## src/rtl/ones_pattern_gen.sv

```systemverilog
// Serially builds an N-bit word holding exactly clamp(Data) ones, MSB-aligned, and mirrors each bit on w.
// Latency: start sampled at edge t, shifts on edges t+1..t+N, Done from edge t+N onward.
// Backpressure: Done is held while s stays high; the next run can only start after s drops.
module ones_pattern_gen #(
    parameter int N  = 4,
    parameter int CW = 3
) (
    input  logic          Clk,
    input  logic          Reset,
    input  logic          LB,
    input  logic [CW-1:0] Data,
    input  logic          s,
    output logic [N-1:0]  A,
    output logic          w,
    output logic          Busy,
    output logic          Done
);

    localparam int KW = $clog2(N + 1);
    localparam logic [CW-1:0] N_CW    = CW'(N);
    localparam logic [KW-1:0] K_LAST  = KW'(N - 1);

    typedef enum logic [1:0] {
        S1 = 2'd0,
        S2 = 2'd1,
        S3 = 2'd2
    } state_t;

    state_t        state_q, state_d;
    logic [CW-1:0] b_q, b_d;
    logic [KW-1:0] k_q, k_d;
    logic [N-1:0]  a_q, a_d;
    logic          w_q, w_d;

    logic [CW-1:0] load_val;
    logic          shift_bit;

    // Requests above the word width saturate silently.
    assign load_val  = (Data > N_CW) ? N_CW : Data;
    assign shift_bit = (b_q != '0);

    always_comb begin
        state_d = state_q;
        b_d     = b_q;
        k_d     = k_q;
        a_d     = a_q;
        w_d     = w_q;

        unique case (state_q)
            S1: begin
                if (LB) begin
                    b_d = load_val;
                end
                if (s) begin
                    state_d = S2;
                    k_d     = '0;
                end
            end

            S2: begin
                a_d = {a_q[N-2:0], shift_bit};
                w_d = shift_bit;
                if (shift_bit) begin
                    b_d = b_q - 1'b1;
                end
                // Final shift returns k to zero so it never reaches N.
                if (k_q == K_LAST) begin
                    state_d = S3;
                    k_d     = '0;
                end else begin
                    k_d = k_q + 1'b1;
                end
            end

            S3: begin
                if (!s) begin
                    state_d = S1;
                end
            end

            default: begin
                state_d = S1;
            end
        endcase
    end

    always_ff @(posedge Clk) begin
        if (Reset) begin
            state_q <= S1;
            b_q     <= '0;
            k_q     <= '0;
            a_q     <= '0;
            w_q     <= 1'b0;
        end else begin
            state_q <= state_d;
            b_q     <= b_d;
            k_q     <= k_d;
            a_q     <= a_d;
            w_q     <= w_d;
        end
    end

    assign A    = a_q;
    assign w    = w_q;
    assign Busy = (state_q == S2);
    assign Done = (state_q == S3);

endmodule

```

## config.mk

```make
export PLATFORM = sky130hd
export DESIGN_NAME = ones_pattern_gen
export DESIGN_NICKNAME = d
export VERILOG_FILES = /design/src/rtl/ones_pattern_gen.sv
export SDC_FILE = /design/constraint.sdc
export NUM_CORES = 1
export LEC_CHECK = 0
export CAP_MARGIN = 20
export CELL_PAD_IN_SITES_DETAIL_PLACEMENT = 1
export CELL_PAD_IN_SITES_GLOBAL_PLACEMENT = 1
export CORE_UTILIZATION = 37
export CTS_BUF_LIST = sky130_fd_sc_hd__clkbuf_8
export DETAILED_ROUTE_END_ITERATION = 8
export PLACE_DENSITY = 0.82
export SLEW_MARGIN = 20
export SYNTH_ARGS = -nofsm -noshare
export SYNTH_HDL_FRONTEND = slang
export SYNTH_SLANG_ARGS = --single-unit
export TNS_END_PERCENT = 30
```

## constraint.sdc

```tcl
create_clock -name Clk -period 1.4 [get_ports Clk]
set_input_delay 0.42 -clock Clk [delete_from_list [all_inputs] [get_ports Clk]]
set_output_delay 0.42 -clock Clk [all_outputs]
set_load 0.01 [all_outputs]
```

Word level (Yosys, flattened, before mapping)
Cells that the tools add are included.

Logic and storage cells: 33. Memories kept: 0. Bits of input ports: 7. ROM bits: 0. Latch bits: 0. Flip-flop bits (word level): 13. Bits in writable memories: 0.

Eq/ne operators: 8. Reduce and logical (&&, ||, !) cells: 6. Shift operators: 0. Muxes and demuxes: 11. $mul: 0. Add/sub/neg operators: 2. Bitwise logic cells: 0. Magnitude comparators: 1. Div/mod/pow operators: 0.

Operator list (number): $mux 3 (5); $pmux 3 s2 (2); $mux 2 (3); $ne 2x2->1 const B (3); $pmux 2 s3 (1); $reduce_and 3->1 (2); $ne 2x1->1 const B (2); $add 3x1->3 const B (1); $eq 3x2->1 const B (1); $gt 3x3->1 const B (1); $reduce_bool 3->1 (1); $sub 3x1->3 const B (1); $eq 2x1->1 const B (1); $eq 2x2->1 const B (1); $logic_not 2->1 (1); $reduce_and 2->1 (1); $reduce_bool 2->1 (1).

Logic depth before layout (Yosys ltp)
Gate-level depths: netlist of run 1.

Depth after elaboration: 4. Mapped depth: 6. Gate-level depth less buffers: 5.

Worst setup path after synthesis of run 1
OpenSTA, ideal clock, no wires.

Path kind: flip-flop to flip-flop. Start point: register b_q[0]. End point: register b_q[0]. Library setup time: 0.086 ns. Stages on the path, launching flop included: 6. Arrival: 1.067 ns. Path slack: 0.246 ns. Period minus slack after synthesis: 1.154 ns. Path through: dfxtp_1 > inv_1 > ha_1 > nand3b_1 > and2_1 > a221oi_2.

Word-level cells in the longest chain between the ends: 3.

Ends and longest elaborated chain: from (decl) (RTL line 30) `logic [CW-1:0] b_q, b_d;`; from (signal assigned) (RTL line 90) `b_q <= '0;`; from (signal assigned) (RTL line 96) `b_q <= b_d;`; $sub 3x1->3 / $reduce_bool 3->1 (equally long branches) (RTL line 64, 40); $mux 3 / $ne 2x1->1 (equally long branches); $pmux 3 s2 / $reduce_and 3->1 (equally long branches).

Parallel ways exist; a longest one is shown, timed or not. The select of a mux whose other input is x is not followed. A chain may end at the register's enable or synchronous reset.

Worst setup path after layout of run 1
Start point: register state_q[1]. End point: output Busy.

Word-level cells in the longest chain between the ends: 1.

Ends and longest elaborated chain: from (decl) (RTL line 29) `state_t state_q, state_d;`; from (signal assigned) (RTL line 95) `state_q <= state_d;`; $eq 2x1->1 (RTL line 105) `assign Busy = (state_q == S2);`; to (decl) (RTL line 15) `output logic Busy,`.

Every way passes these cells.

==> impl_metrics.yaml, run 1 <==
outcome:
  status: "finished clean"
floorplanning:
  io_pins: 14
  start_util_pct: 39.9
  rows: 14
  die_y_um: 42.5
  die_w_um: 42.5
  core_area_mm2: 0.00152
  die_area_mm2: 0.00181
clocking:
  htree_levels: 1
  ctsHoldBuffers: 0
  clock_latency_ns: 0.25
  clockBufferDepth: 2
  cts-buffers-inserted: 3
  root_buffer: "clkbuf_8"
  cts.sinks: 12
  clkTransAtPathRegs_ns: 0.05
  cts_tree: "yes"
power:
  finalPower_uw: 937
  vdd_drop_max_v: 0.000744
  power.leakage_nw: 0.366
  power.density_mw_per_mm2: 1110
route:
  drt-total-wl_um: 1400
  drc: 0
  postRouteAntennaNets: 0
  viasPerCell: 5.12
  wl_per_cell_um: 13.4
  drt_pass1_iterations: 4
  vias: 532
  dr.first_iter.drc_count: 7
global_routing:
  grt_pass1_vias: 537
  antenna_found_initial: 0
  track_usage_pct: 19.3
  grt_pass1_wl_um: 2420
  grt-ovfl-total: 0
  grt_max_degree: 10
hold_path:
  holdPathStages: 2
  hold_end: "A[3]$_SDFFE_PP0N_"
  min_from: "A[3]$_SDFFE_PP0N_"
  worstHoldPathType: "flip-flop to flip-flop"
synthesis:
  ys_async_sr_fraction_pct: 0
  ys_seq_area_share_pct: 39.5
  syn-num-nets: 76
  synth_cell_types: 28
  synth_warnings: 0
  synth_edf_count: 0
  synthCells: 66
  syn_area_um2: 608
  yosys.area.top_type: "dfxtp_1"
  ys_ff_latch: 12
  synth_top_cell_area_share_pct: 39.5
  ys.flop_type: "dfxtp_1"
  synth.avg_cell_area_um2: 9.21
  synth.area.top_cells: "dfxtp_1, ha_1, a21oi_1"
setup_path:
  rr_startpoint: "b_q[0]$_SDFFE_PP0P_"
  r2r_setup_slack_ns: 0.17
  cp_slowest_stage_delay_ns: 0.33
  cp-end-kind: "output pin"
  reg2reg_depth: 5
  r2r_end: "b_q[0]$_SDFFE_PP0P_"
  cp.arrival_ns: 0.89
  crit_path_top_delay_cell: "dfxtp_2"
  crit_fanout: 4
  required_ns: 0.98
  crit_path_cell_trace: "nand2b_4 > inv_4 > buf_2"
  critPathKind: "flip-flop to output pin"
  cp-start-kind: "flip-flop"
finish:
  n_antenna_cell: 0
  layout.cells.most_common: "dfxtp_1"
  final_design_area_no_fill_um2: 841
  layout-drive-gt1-share_pct: 27.3
  finalNetCount: 99
  fill_cells: 187
  synthToLayoutAreaGrowth_pct: 38.3
  mostFrequentLayoutCells: "dfxtp_1, buf_4, nand2_1"
  ff_latch_area_um2: 243
  multiInputGateArea_um2: 324
  final_util_pct: 55.2
timing:
  finalHoldViolations: 0
  slew_headroom_pct: 82.2
  slew_violations: 0
  grt_setup_unrepaired: "no"
  worst_pin_slew_ns: 0.264
  setup-violations-final: 0
  fin_crit_sh_pct: 93.9
  fin_skew_ns: 0.00116
  layout_min_cycle_time_ns: 1.31
  fmax_mhz: 761
placed_design:
  place_area_um2: 785
  place_congestion: 0.737
  hpwlAfterDp_um: 1040
  portBuffers: 13
run:
  maxCapViolCount: 0
[synth_stat cells, types with 2 or more instances]
master,count
nand2_1,8
nand2b_1,2
ha_1,3
a21oi_1,7
a22oi_1,2
nor2b_1,3
buf_6,2
a311oi_1,2
nor2_1,4
inv_1,3
dfxtp_1,12
nand3b_1,2
[registers in the layout, summed over array words and instances (netlist names)]
signal   flops
A            4
b_q          3
k_q          3
state_q      2
[how the worst max path moves through the flow]
stage,to,cells after the start,startpoint
after floorplan,b_q[0]$_SDFFE_PP0P_,5,b_q[0]$_SDFFE_PP0P_
after global placement,b_q[0]$_SDFFE_PP0P_,4,LB
after detailed placement,b_q[0]$_SDFFE_PP0P_,4,LB
after CTS,Busy,3,state_q[1]$_SDFFE_PP0P_
after global routing,b_q[0]$_SDFFE_PP0P_,4,LB
final,Busy,3,state_q[1]$_SDFFE_PP0P_
[cell families (layout without fill, tap and decap cells)]
kind of cell	count (synthesis)	in the layout	share of synthesized area, %
AO/OA/AOI/OAI	18	18	22.0
adder cells (fa/ha/maj)	3	3	6.17
buffers and inverters	8	30	8.44
flip-flops	12	12	39.5
multiplexers	1	1	1.65
AND/OR/NAND/NOR	24	24	22.2
[metrics by stage]
step | setup WS (ns) | std cells | TNS, ns | hold slack [ns]
floorplan | 0.246 | 66 | 0 | 0.445
CTS | 0.0774 | 104 | 0 | 0.466
global route | 0.0339 | 104 | 0 | 0.483
global placement | -0.136 | 99 | -0.579 | 0.441
finish | 0.0851 | 104 | 0 | 0.460
detailed placement | -0.154 | 99 | -0.682 | 0.461
[area by class of cell]
class / instances / area share, %
repair buffers: 22 / 21.6
well taps: 16 / 2.38
multi-input cells: 46 / 38.5
inverters: 4 / 2.08
flip-flops and latches: 12 / 28.9
clock buffers: 4 / 6.55
[report_power, final]
group | leakage (nW) | switching [mW] | internal [mW]
registers | 0.0989 | 0.0160 | 0.363
clock network | 0.0288 | 0.133 | 0.249
logic | 0.238 | 0.0828 | 0.0924
total | 0.366 | 0.232 | 0.705
[metal layers]
metal  vias up  global-route usage [%]  routed length [um]
met5         -                       0                   0
met4         0                    15.0                  45
met3         4                    6.47                  51
met2        10                    28.0                 636
met1       244                    23.0                 662
li1        274                       -                   -
[worst max-delay path: cells and delay by family (launching register included)]
family        cells  cell delay [ns]
simple gates      1             0.15
flops             1             0.33
buf+inv           2             0.18
[timing repair]
item,CTS,global route
setup endpoints to repair,7,2
resized for setup,16,3
setup buffers,1,0
pin swaps,0,3
Note: power is estimated with default switching activity, not from simulation.
==> inputs of run 2 (changes only) <==
- CORE_MARGIN: default -> 1.5
- CORE_UTILIZATION: 37 -> 34
- PLACE_DENSITY: 0.82 -> 0.79
- clock period: 1.4 -> 1.2 ns (I/O delays scaled with it)
==> run 2 against run 1 <==
The flow now finishes with violations (setup timing). Clock skew up 0.0036 ns. Flip-flop and latch count is the same. Critical path depth rose by 2. Hold slack improved by 0.0090 ns. Register-to-register slack worse by 0.23 ns. Non-clock buffer count is 7 higher. Total power increased by 15%. First-iteration DRC count is 29% higher. Critical path type is now flip-flop to flip-flop. Largest power group is now registers.
==> impl_metrics.yaml, run 2 (synthesis results as in run 1) <==
floorplanning:
  start_util_pct: 35.6
  rows: 15
  die_area_mm2: 0.00205
  io_pins: 14
  die_w_um: 45.3
  core_area_mm2: 0.00171
  die_y_um: 45.3
clocking:
  cts.sinks: 12
  cts_tree: "yes"
  clock_latency_ns: 0.24
  clockBufferDepth: 2
  ctsHoldBuffers: 0
  clkTransAtPathRegs_ns: 0.05
  htree_levels: 1
  root_buffer: "clkbuf_8"
  cts-buffers-inserted: 3
timing:
  grt_setup_unrepaired: "yes"
  layout_min_cycle_time_ns: 1.26
  fin_crit_sh_pct: 105
  slew_violations: 0
  final.setup.worst_slack_ns: -0.0625
  fmax_mhz: 792
  setup-violations-final: 6
  slew_headroom_pct: 81.4
  fin_skew_ns: 0.00476
  finalHoldViolations: 0
  worst_pin_slew_ns: 0.278
placed_design:
  portBuffers: 13
  hpwlAfterDp_um: 1170
  placedCellCount: 114
  place_congestion: 0.732
setup_path:
  crit_start: "b_q[1]$_SDFFE_PP0P_"
  cp-end-kind: "flip-flop"
  cp.arrival_ns: 1.41
  cp-start-kind: "flip-flop"
  crit_fanout: 5
  critPathKind: "flip-flop to flip-flop"
  rr_startpoint: "b_q[1]$_SDFFE_PP0P_"
  required_ns: 1.35
power:
  power.density_mw_per_mm2: 1170
  vdd_drop_max_v: 0.000527
  power.leakage_nw: 0.382
hold_path:
  min_from: "A[3]$_SDFFE_PP0N_"
  worstHoldPathType: "flip-flop to flip-flop"
route:
  viasPerCell: 4.91
  vias: 584
  dr.first_iter.drc_count: 9
  drt-total-wl_um: 1710
  drt_pass1_iterations: 4
  wl_per_cell_um: 14.3
  drc: 0
  postRouteAntennaNets: 0
finish:
  mostFrequentLayoutCells: "buf_4, dfxtp_1, nand2_1"
  layout-drive-gt1-share_pct: 42.6
  fin_cells: 119
  largest_reg_flops: 4
  fill_cells: 195
  layout.cells.most_common: "buf_4"
  final_util_pct: 53.9
  synthToLayoutAreaGrowth_pct: 51.4
  finalNetCount: 106
  n_antenna_cell: 0
run:
  maxCapViolCount: 0
global_routing:
  grt-ovfl-total: 0
  grt_pass1_wl_um: 2770
  track_usage_pct: 19.5
  grt_pass1_vias: 592
  grt_max_degree: 10
  antenna_found_initial: 0
outcome:
  violations: "setup timing"
  status: "finished with violations"
==> run 2: critical path, stage by stage, from the launching register on <==
cell and delay [ns]:
dfxtp_2 0.35, inv_2 0.06, ha_4 0.16, nand3b_1 0.18, o211ai_1 0.14, a221oi_2 0.28
==> run 2: where the power goes <==
| group | internal, mW | leakage, nW | switching [mW] | total, mW |
|---|---|---|---|---|
| registers | 0.425 | 0.0992 | 0.0205 | 0.445 |
| logic | 0.144 | 0.261 | 0.124 | 0.268 |
| clock network | 0.221 | 0.0216 | 0.143 | 0.364 |
| total | 0.790 | 0.382 | 0.288 | 1.08 |
==> run 2: cell type report <==
| type | instances | area, um2 | area share, % |
|---|---|---|---|
| Tap cell | 25 | 31.3 | 3.40 |
| Clock buffer | 3 | 41.3 | 4.48 |
| Inverter | 4 | 17.5 | 1.90 |
| Timing Repair Buffer | 29 | 231 | 25.1 |
| Multi-Input combinational cell | 46 | 355 | 38.6 |
| Sequential cell | 12 | 244 | 26.5 |
==> run 2: final timing paths <==
| check | endpoint | slack, ns | cells after the start |
|---|---|---|---|
| worst max-delay path | b_q[0]$_SDFFE_PP0P_ | -0.06 | 5 |
| worst min-delay path | A[3]$_SDFFE_PP0N_ | 0.47 | 2 |
| worst max register to register | b_q[0]$_SDFFE_PP0P_ | -0.06 | 5 |
| worst min register to register | A[3]$_SDFFE_PP0N_ | 0.47 | 2 |
==> run 2: per-stage QoR <==
stage               cell area, um2  worst slack [ns]  TNS [ns]  total power, mW  hold WS, ns
global placement               841            -0.269     -2.09            0.665        0.438
finish                         921           -0.0625    -0.215             1.08        0.469
floorplan                      608            0.0463         0            0.578        0.426
CTS                            895            -0.107    -0.339             1.06        0.473
detailed placement             841            -0.326     -2.34            0.674        0.468
global route                   921            -0.134    -0.591             1.15        0.492
==> run 2: timing repair <==
action                                  4_1_cts  5_1_grt
setup buffers                                 0        2
pin swaps                                     3        6
endpoints found under the setup margin       12       13
resized for setup                            25       11
==> run 2: layer usage <==
layer,vias up,track usage [%],share of wire [%]
met4,0,10.6,0.70
met1,280,23.8,44
met3,2,2.40,2.9
li1,289,-,-
met5,-,0,0
met2,13,32.9,52
